===== src/rtl/garage_door_sequencer.sv =====
// garage_door_sequencer
//
// Supervisory sequencer for the garage door motor pair. Wall and remote
// buttons are merged into a single rising-edge command that opens, stops,
// closes or restarts the door. Every motor start goes through a motor-off
// dead time. A beam break while closing reverses the door. The door closes
// automatically after a hold time in OPEN. A travel timeout or an
// impossible limit-switch combination latches FAULT until it is cleared.
//
// Ports
//   CLK          system clock, rising edge
//   RST          asynchronous active-low reset
//   Btn_Wall     wall button level (already synchronised)
//   Btn_Remote   remote button level (already synchronised)
//   UP_Max       door fully open limit switch
//   DN_Max       door fully closed limit switch
//   Obstruct     beam-break sensor, 1 = blocked
//   Clear_Fault  leaves FAULT when 1
//   UP_M         raise motor drive
//   DN_M         lower motor drive
//   Fault        1 while in FAULT
//   State        current state code
//
// state    | code | meaning
// ---------+------+-------------------------------------------------
// CLOSED   |  0   | door resting on the closed limit
// OPENING  |  1   | raise motor on
// OPEN     |  2   | door resting on the open limit, auto-close timing
// CLOSING  |  3   | lower motor on
// STOPPED  |  4   | halted part-way, or waiting to resolve limits
// DEAD     |  5   | motors off before a start, direction in pend_dir
// FAULT    |  6   | motors off until Clear_Fault

module garage_door_sequencer #(
    parameter int DEAD_CYCLES = 4,
    parameter int TRAVEL_MAX  = 1000,
    parameter int AUTO_CLOSE  = 5000,
    parameter int CNT_W       = 16
) (
    input  logic       CLK,
    input  logic       RST,
    input  logic       Btn_Wall,
    input  logic       Btn_Remote,
    input  logic       UP_Max,
    input  logic       DN_Max,
    input  logic       Obstruct,
    input  logic       Clear_Fault,
    output logic       UP_M,
    output logic       DN_M,
    output logic       Fault,
    output logic [2:0] State
);

    typedef enum logic [2:0] {
        ST_CLOSED  = 3'd0,
        ST_OPENING = 3'd1,
        ST_OPEN    = 3'd2,
        ST_CLOSING = 3'd3,
        ST_STOPPED = 3'd4,
        ST_DEAD    = 3'd5,
        ST_FAULT   = 3'd6
    } state_t;

    localparam logic DIR_DN = 1'b0;
    localparam logic DIR_UP = 1'b1;

    localparam logic [CNT_W-1:0] DEAD_LAST   = CNT_W'(DEAD_CYCLES - 1);
    localparam logic [CNT_W-1:0] TRAVEL_LAST = CNT_W'(TRAVEL_MAX - 1);
    // When auto-close is disabled the compare value is never used.
    localparam logic [CNT_W-1:0] AUTO_LAST   =
        (AUTO_CLOSE == 0) ? '0 : CNT_W'(AUTO_CLOSE - 1);
    localparam logic             AUTO_EN     = (AUTO_CLOSE != 0);

    state_t           state;
    state_t           state_nxt;
    logic             last_dir;
    logic             last_dir_nxt;
    logic             pend_dir;
    logic             pend_dir_nxt;
    logic             btn_q;
    logic             btn_q_d;
    logic             cmd;
    logic [CNT_W-1:0] timer;

    // Merged button level, so overlapping presses form one edge and a held
    // button cannot repeat.
    assign cmd = btn_q & ~btn_q_d;

    always_ff @(posedge CLK or negedge RST) begin
        if (!RST) begin
            state    <= ST_STOPPED;
            last_dir <= DIR_DN;
            pend_dir <= DIR_UP;
            btn_q    <= 1'b0;
            btn_q_d  <= 1'b0;
        end else begin
            state    <= state_nxt;
            last_dir <= last_dir_nxt;
            pend_dir <= pend_dir_nxt;
            btn_q    <= Btn_Wall | Btn_Remote;
            btn_q_d  <= btn_q;
        end
    end

    // Time in the current state. A blocked beam in OPEN keeps restarting the
    // auto-close hold, so the door never starts closing onto an obstacle.
    always_ff @(posedge CLK or negedge RST) begin
        if (!RST) begin
            timer <= '0;
        end else if (state_nxt != state) begin
            timer <= '0;
        end else if ((state == ST_OPEN) && Obstruct) begin
            timer <= '0;
        end else if (timer != '1) begin
            timer <= timer + CNT_W'(1);
        end
    end

    always_comb begin
        state_nxt    = state;
        last_dir_nxt = last_dir;
        pend_dir_nxt = pend_dir;

        if ((state != ST_FAULT) && UP_Max && DN_Max) begin
            state_nxt = ST_FAULT;
        end else begin
            case (state)
                ST_STOPPED: begin
                    if (DN_Max) begin
                        state_nxt = ST_CLOSED;
                    end else if (UP_Max) begin
                        state_nxt = ST_OPEN;
                    end else if (cmd) begin
                        state_nxt    = ST_DEAD;
                        pend_dir_nxt = ~last_dir;
                    end
                end
                ST_CLOSED: begin
                    if (!DN_Max) begin
                        state_nxt = ST_STOPPED;
                    end else if (cmd) begin
                        state_nxt    = ST_DEAD;
                        pend_dir_nxt = DIR_UP;
                    end
                end
                ST_DEAD: begin
                    if (timer == DEAD_LAST) begin
                        if (pend_dir == DIR_UP) begin
                            state_nxt = ST_OPENING;
                        end else if (Obstruct) begin
                            // Refuse to start closing into a blocked beam.
                            state_nxt    = ST_STOPPED;
                            last_dir_nxt = DIR_DN;
                        end else begin
                            state_nxt = ST_CLOSING;
                        end
                    end
                end
                ST_OPENING: begin
                    if (UP_Max) begin
                        state_nxt = ST_OPEN;
                    end else if (timer == TRAVEL_LAST) begin
                        state_nxt = ST_FAULT;
                    end else if (cmd) begin
                        state_nxt    = ST_STOPPED;
                        last_dir_nxt = DIR_UP;
                    end
                end
                ST_OPEN: begin
                    if (!UP_Max) begin
                        state_nxt    = ST_STOPPED;
                        last_dir_nxt = DIR_UP;
                    end else if (AUTO_EN && (timer == AUTO_LAST) && !Obstruct) begin
                        state_nxt    = ST_DEAD;
                        pend_dir_nxt = DIR_DN;
                    end else if (cmd) begin
                        state_nxt    = ST_DEAD;
                        pend_dir_nxt = DIR_DN;
                    end
                end
                ST_CLOSING: begin
                    if (DN_Max) begin
                        state_nxt = ST_CLOSED;
                    end else if (Obstruct) begin
                        state_nxt    = ST_DEAD;
                        pend_dir_nxt = DIR_UP;
                    end else if (timer == TRAVEL_LAST) begin
                        state_nxt = ST_FAULT;
                    end else if (cmd) begin
                        state_nxt    = ST_STOPPED;
                        last_dir_nxt = DIR_DN;
                    end
                end
                ST_FAULT: begin
                    if (Clear_Fault) begin
                        state_nxt    = ST_STOPPED;
                        last_dir_nxt = DIR_DN;
                    end
                end
                default: begin
                    state_nxt = ST_STOPPED;
                end
            endcase
        end
    end

    // Outputs decode the state register only, so the two motors are mutually
    // exclusive by construction and reset drops them without a clock.
    assign UP_M  = (state == ST_OPENING);
    assign DN_M  = (state == ST_CLOSING);
    assign Fault = (state == ST_FAULT);
    assign State = state;

endmodule


===== config.mk =====
export PLATFORM = sky130hd
export DESIGN_NAME = garage_door_sequencer
export DESIGN_NICKNAME = d
export VERILOG_FILES = /design/src/rtl/garage_door_sequencer.sv
export SDC_FILE = /design/constraint.sdc
export NUM_CORES = 1
export LEC_CHECK = 0
export ABC_AREA = 1
export BUFFER_PORTS_ARGS = -buffer_cell sky130_fd_sc_hd__buf_2
export CAP_MARGIN = 20
export CORE_UTILIZATION = 50
export DETAILED_ROUTE_END_ITERATION = 8
export PLACE_DENSITY = 0.68
export SYNTH_ARGS = -nofsm -noshare
export SYNTH_HDL_FRONTEND = slang
export SYNTH_SLANG_ARGS = --single-unit

===== constraint.sdc =====
create_clock -name CLK -period 2.4 [get_ports CLK]
set_clock_uncertainty 0.2 [all_clocks]
set_input_delay 0.48 -clock CLK [delete_from_list [all_inputs] [get_ports CLK]]
set_output_delay 0.48 -clock CLK [all_outputs]
set_load 0.005 [all_outputs]

After elaboration in Yosys (flattened, before gate mapping)
Index checks and enable logic that the tools add are counted.
- reduce and logical (&&, ||, !) cells: 11
- add/subtract/negate cells: 1
- muxes and demuxes: 42
- bitwise logic cells: 5
- eq/ne operators: 32
- operator list (kind ; count):
    two-way mux 16 bit ; 3
    two-way mux 3 bit ; 16
    != test 2 bit, second input constant ; 17
    one-hot mux 3 bit (7 select lines) ; 1
    two-way mux 1 bit ; 20
    adder 16 x 1 -> 16 bit, second input constant ; 1
    == test 16 x 10 -> 1 bit, second input constant ; 1
    == test 16 x 13 -> 1 bit, second input constant ; 1
    == test 16 x 2 -> 1 bit, second input constant ; 1
    != test 16 bit, second input constant ; 1
    AND reduction 14 bit ; 1
    AND reduction 11 bit ; 1
    == test 3 bit, second input constant ; 3
    == test 3 x 2 -> 1 bit, second input constant ; 2
    one-hot mux 1 bit (5 select lines) ; 1
    nonzero test 5 bit ; 1
    logical AND 1 bit ; 4
    != test 2 x 1 -> 1 bit, second input constant ; 2
    one-hot mux 1 bit (4 select lines) ; 1
    nonzero test 4 bit ; 1
    == test 3 x 1 -> 1 bit, second input constant ; 1
    zero test 3 bit ; 1
    != test 3 x 2 -> 1 bit, second input constant ; 1
    != test 3 bit ; 1
    6 further kinds ; 8
- logic and storage cells: 97
- output and inout bits: 6
- flip-flop bits (word level): 23
- bits of input ports: 8

Longest topological paths before layout
- depth in word-level cells: 10
- gate-level depth with buffers: 16
- gate-level depth less buffers: 15

Worst setup path after synthesis
Ideal clock, no wire load.
- path type: flip-flop to flip-flop
- start point: register timer[0]
- end point: register timer[9]
- arrival time: 1.715 ns
- stages on the path, launching flop included: 14
- path buffers: 1
- setup time: 0.128 ns
- data required time: 2.072 ns
- path slack: 0.357 ns
- clock period less this slack: 2.043 ns
- cells stage by stage: dfrtp_1 > ha_1 > nand2_1 > nor3_1 > nand2_1 > nand2_1 > nand3_2 > nor2_2 > nand2_1 > nand2_1 > nand2_2 > nand3_4 > buf_12 > nor2_4
- word-level cells in the longest chain between the ends: 8
- elaborated cells on any way between the ends: 20
- classes of those cells: add/sub: 1; eq/ne: 5; mux: 12; reduce/logical: 2
- ends and longest elaborated chain (what ; line ; RTL):
    start: declaration ; 83 ; logic [CNT_W-1:0] timer;
    start signal: assignment ; 115 ; timer <= timer + CNT_W'(1);
    == test 16 x 10 -> 1 bit / == test 16 x 13 -> 1 bit (equally long branches) ; 162, 187, 173 ;
    two-way mux 3 bit / logical AND 1 bit (equally long branches) ; 187, 173 ;
    two-way mux 3 bit, on equally long branches ; 184, 173 ;
    two-way mux 3 bit, on equally long branches ; 182, 170 ;
    one-hot mux 3 bit (7 select lines) (*) ; 127 ; case (state)
    two-way mux 3 bit (*) ; 124 ; if ((state != ST_FAULT) && UP_Max && DN_Max) begin
    named net state_nxt[1] ; 75 ; state_t state_nxt;
    != test 3 bit (*) ; 110 ; end else if (state_nxt != state) begin
    nonzero test 3 bit (no line) / two-way mux 16 bit (equally long branches) ; -- ;
The timed path passes the listed nets; every way through them passes the cells marked *. The select of a mux whose other input is x is not followed.
A chain may end at the register's enable or synchronous reset.

Worst setup path in the final report
- start point: register state[1] (netlist: State[1])
- end point: register timer[13]
- word-level cells in the longest chain between the ends: 8
- elaborated cells on any way between the ends: 30
- classes of those cells: eq/ne: 8; mux: 17; reduce/logical: 5
- ends and longest elaborated chain (what ; line ; RTL):
    start: declaration ; 74 ; state_t state;
    start signal: assignment ; 97 ; state <= state_nxt;
    two-way mux 3 bit ; 164, 189 ;
    two-way mux 3 bit ; 187 ; end else if (timer == TRAVEL_LAST) begin
    two-way mux 3 bit ; 184 ; end else if (Obstruct) begin
    two-way mux 3 bit ; 182 ; if (DN_Max) begin
    one-hot mux 3 bit (7 select lines) ; 127 ;
    two-way mux 3 bit (*) ; 124 ;
    named net state_nxt[1] ; 75 ;
    != test 3 bit (*) ; 110 ;
    nonzero test 3 bit (no line) / two-way mux 16 bit (equally long branches) ; -- ;
The timed path passes the listed nets; every way through them passes the cells marked *.

==> results.cfg <==
[run_status]
status = finished, final reports clean

[critical_path]
crit_type = register to register
rr_worst_depth = 12
slowest_stage = dfrtp_1
required_ns = 2.35
r2r_setup_slack_ns = 0.19
rr_endpoint = timer[13]
critPathMaxStageDelay_ns = 0.54
endpoint_kind = register
timing.rr.start = State[1]
cpMostUsedCell = nand2_1
crit_arrival_ns = 2.16
crit_chain = buf_4 > nand2_1 > nand2_1 > a21oi_1 > nand3_2 > nor2_2 > nand2_1 > nand2_1 > nand2_2 > nand3_4 > buf_12 > nor2_1
worstSetupStartpointType = register
cp_max_fo = 16

[drt]
first_pass_iters = 4
drt_wl_total_mm = 4.13
ant_nets = 0
initialDrtViolationCount = 134
dr_total_vias = 1752
wire_per_inst_um = 11.9
drc = 0
vias_per_cell = 5.03

[power]
p_per_area_nw_per_um2 = 761
ir_drop_mv = 0.446
finalPower_mw = 1.66
power_leakage_nw = 1.05

[finish]
syn2layout_area_growth_pct = 9.54
antenna_cells = 0
final_nets = 310
drive_gt1_share_pct = 29.3
design_area_sq_um = 2180

[clocking]
cts_tree = yes
clk_latency_ns = 0.27
cts_max_level = 1
numCtsBuffers = 3
cts_root_buf = clkbuf_8
clock-sinks = 23
clkTransAtPathRegs_ns = 0.09
cts_buffer_depth = 2

[timing]
clock.fmax_mhz = 453
slew_violations = 0
holdWs_ns = 0.206
fin_crit_sh_pct = 92.0
hold_viol_final = 0
rsz0062_at_grt = no
tightest_slew_ns = 0.492
slew-limit-headroom_pct = 67.2
finalSetupViolCount = 0
tns_ns = 0
period_minus_slack_ns = 2.21

[logic_synthesis]
yosys_register_bits = 23
ys_types = 35
synth.avg_cell_area_sq_um = 7.07
syn_area_sq_um = 1990
synth_cells = 282
synth_edf_count = 0
synthArstFlopShare_pct = 100
synthesis.nets = 291
ys_warn_count = 0
seq_area_frac_synth_pct = 29.0
synth_ff_type = dfrtp_1

[floorplan]
io_pins = 14
rows = 22
die_h_um = 65.1
start_util_pct = 53.2
die_w_um = 65.1
die_area_sq_um = 4240
coreArea_sq_um = 3740

[grt]
gr-total-overflow = 0
grtUsageTotal_pct = 21.9
antenna_found_initial = 0
grt_pass1_vias = 1550
grt_max_degree = 24
grt_pass1_wl_mm = 7.27

[placement]
place_area_sq_um = 2090
numPortBuffers = 13
place.detailed.hpwl_mm = 3.30
place.gp.congestion = 0.920

[job]
max_cap_violations = 0

[worst_hold_path]
hold_end = btn_q_d
hp-start = btn_q
min_path_type = register to register
worstHoldPathCells = 0
worst max path at each step:
stage | start | end | cells past startpoint
global route | State[2] | last_dir | 8
floorplan | timer[0] | timer[9] | 13
finish | State[1] | timer[13] | 12
CTS | timer[0] | timer[13] | 13
global placement | timer[0] | timer[13] | 13
detailed placement | timer[0] | timer[13] | 13
worst max-delay path, delay by kind of cell (launching register included):
kind	cells	cell delay, ns
buffers and inverters	2	0.41
and+or+nand+nor	9	0.77
DFF	1	0.54
AOI/OAI and AO/OA	1	0.18
cell type report:
cell class                      count  area, sq um
Inverter                           34          138
Tap cell                           48         60.1
Clock buffer                        3         41.3
Multi-Input combinational cell    219         1220
Timing Repair Buffer               20          133
Clock inverter                      1         7.51
Sequential cell                    23          579
Fill cell                         357         1560
cell usage after synthesis, types with 2 or more instances:
cell | instances | area share [%]
a21oi_1 | 7 | 1.8
buf_6 | 3 | 1.7
clkinv_1 | 3 | 0.56
dfrtp_1 | 21 | 26
dfstp_2 | 2 | 2.6
inv_1 | 23 | 4.3
inv_2 | 6 | 1.1
nand2_1 | 68 | 13
nand2_2 | 10 | 3.1
nand2_4 | 2 | 1.1
nand3_1 | 27 | 6.8
nand3_2 | 6 | 3.0
nand4_1 | 2 | 0.63
nor2_1 | 30 | 5.6
nor2_2 | 17 | 5.3
nor2_4 | 12 | 6.8
nor3_1 | 5 | 1.3
nor4_1 | 3 | 0.94
o21ai_0 | 13 | 3.3
o21ai_1 | 2 | 0.50
o22ai_1 | 3 | 0.94
xnor2_1 | 4 | 1.8
cells in the final DEF (no fill, tap or decap):
cell / synthesis / layout
a21oi_1: 7 / 7
a21oi_2: 1 / 1
a31oi_1: 1 / 1
buf_12: 1 / 1
buf_2: 0 / 13
buf_4: 1 / 5
clkbuf_8: 1 / 3
clkinv_1: 3 / 3
clkinvlp_4: 0 / 1
dfrtp_1: 21 / 20
dfrtp_2: 0 / 1
dfstp_2: 2 / 2
dlygate4sd3_1: 0 / 1
ha_4: 0 / 1
inv_1: 23 / 23
inv_2: 6 / 6
inv_4: 1 / 1
inv_8: 1 / 1
nand2_1: 68 / 68
nand2_2: 10 / 10
nand2_4: 2 / 2
nand3_1: 27 / 27
nand3_2: 6 / 6
nand3_4: 1 / 1
nand4_1: 2 / 2
nand4_2: 1 / 1
nor2_1: 30 / 30
nor2_2: 17 / 16
nor2_4: 12 / 13
nor2_8: 1 / 1
nor3_1: 5 / 4
nor3_2: 0 / 1
nor4_1: 3 / 3
o21ai_0: 13 / 13
o21ai_1: 2 / 2
o22ai_1: 3 / 3
or2_2: 1 / 1
xnor2_1: 4 / 4
xor2_1: 1 / 1
sequential cells by signal, indices dropped and copies added, names as in the netlist:
signal    cells
State         3
btn_q         1
btn_q_d       1
last_dir      1
pend_dir      1
timer        16
logic make-up after synthesis:
| kind of cell | Yosys count | synth area share, % |
|---|---|---|
| compound gates | 27 | 7.22 |
| xor+xnor | 5 | 2.20 |
| fa+ha+maj | 1 | 0.628 |
| buf+inv | 40 | 10.7 |
| flops | 23 | 29.0 |
| simple gates | 186 | 50.3 |
through the flow:
stage / cells / util, % / worst slack (ns)
2_1_floorplan: 282 / - / 0.357
3_3_place_gp: 342 / 55.9 / 0.144
3_5_place_dp: 342 / 55.9 / 0.117
4_1_cts: 347 / 57.5 / 0.103
5_1_grt: 348 / 58.3 / 0.0113
6_report: 348 / 58.3 / 0.191
per-layer routing:
layer  global-route usage (%)  up-vias  share of wire [%]
met5                        0        -                  0
met4                     2.45        0               0.44
met1                     34.2      766                 51
met2                     32.6       43                 44
met3                     3.13        4                4.7
li1                         -      939                  -
power by group:
group          switching, mW  total [mW]  leakage [nW]  internal [mW]
registers             0.0869       0.528         0.302          0.441
clock network          0.128       0.246        0.0217          0.117
logic                  0.560       0.888         0.726          0.328
total                  0.775        1.66          1.05          0.887
what timing repair did:
| item | 4_1_cts | 5_1_grt |
|---|---|---|
| gates resized for setup | 0 | 5 |
| buffers inserted | 0 | 1 |
| hold buffers | 1 | 0 |
| endpoints found under the setup margin | 0 | 16 |
| endpoints found under the hold margin | 11 | 0 |
No activity file was read; power rests on OpenSTA's default activity.
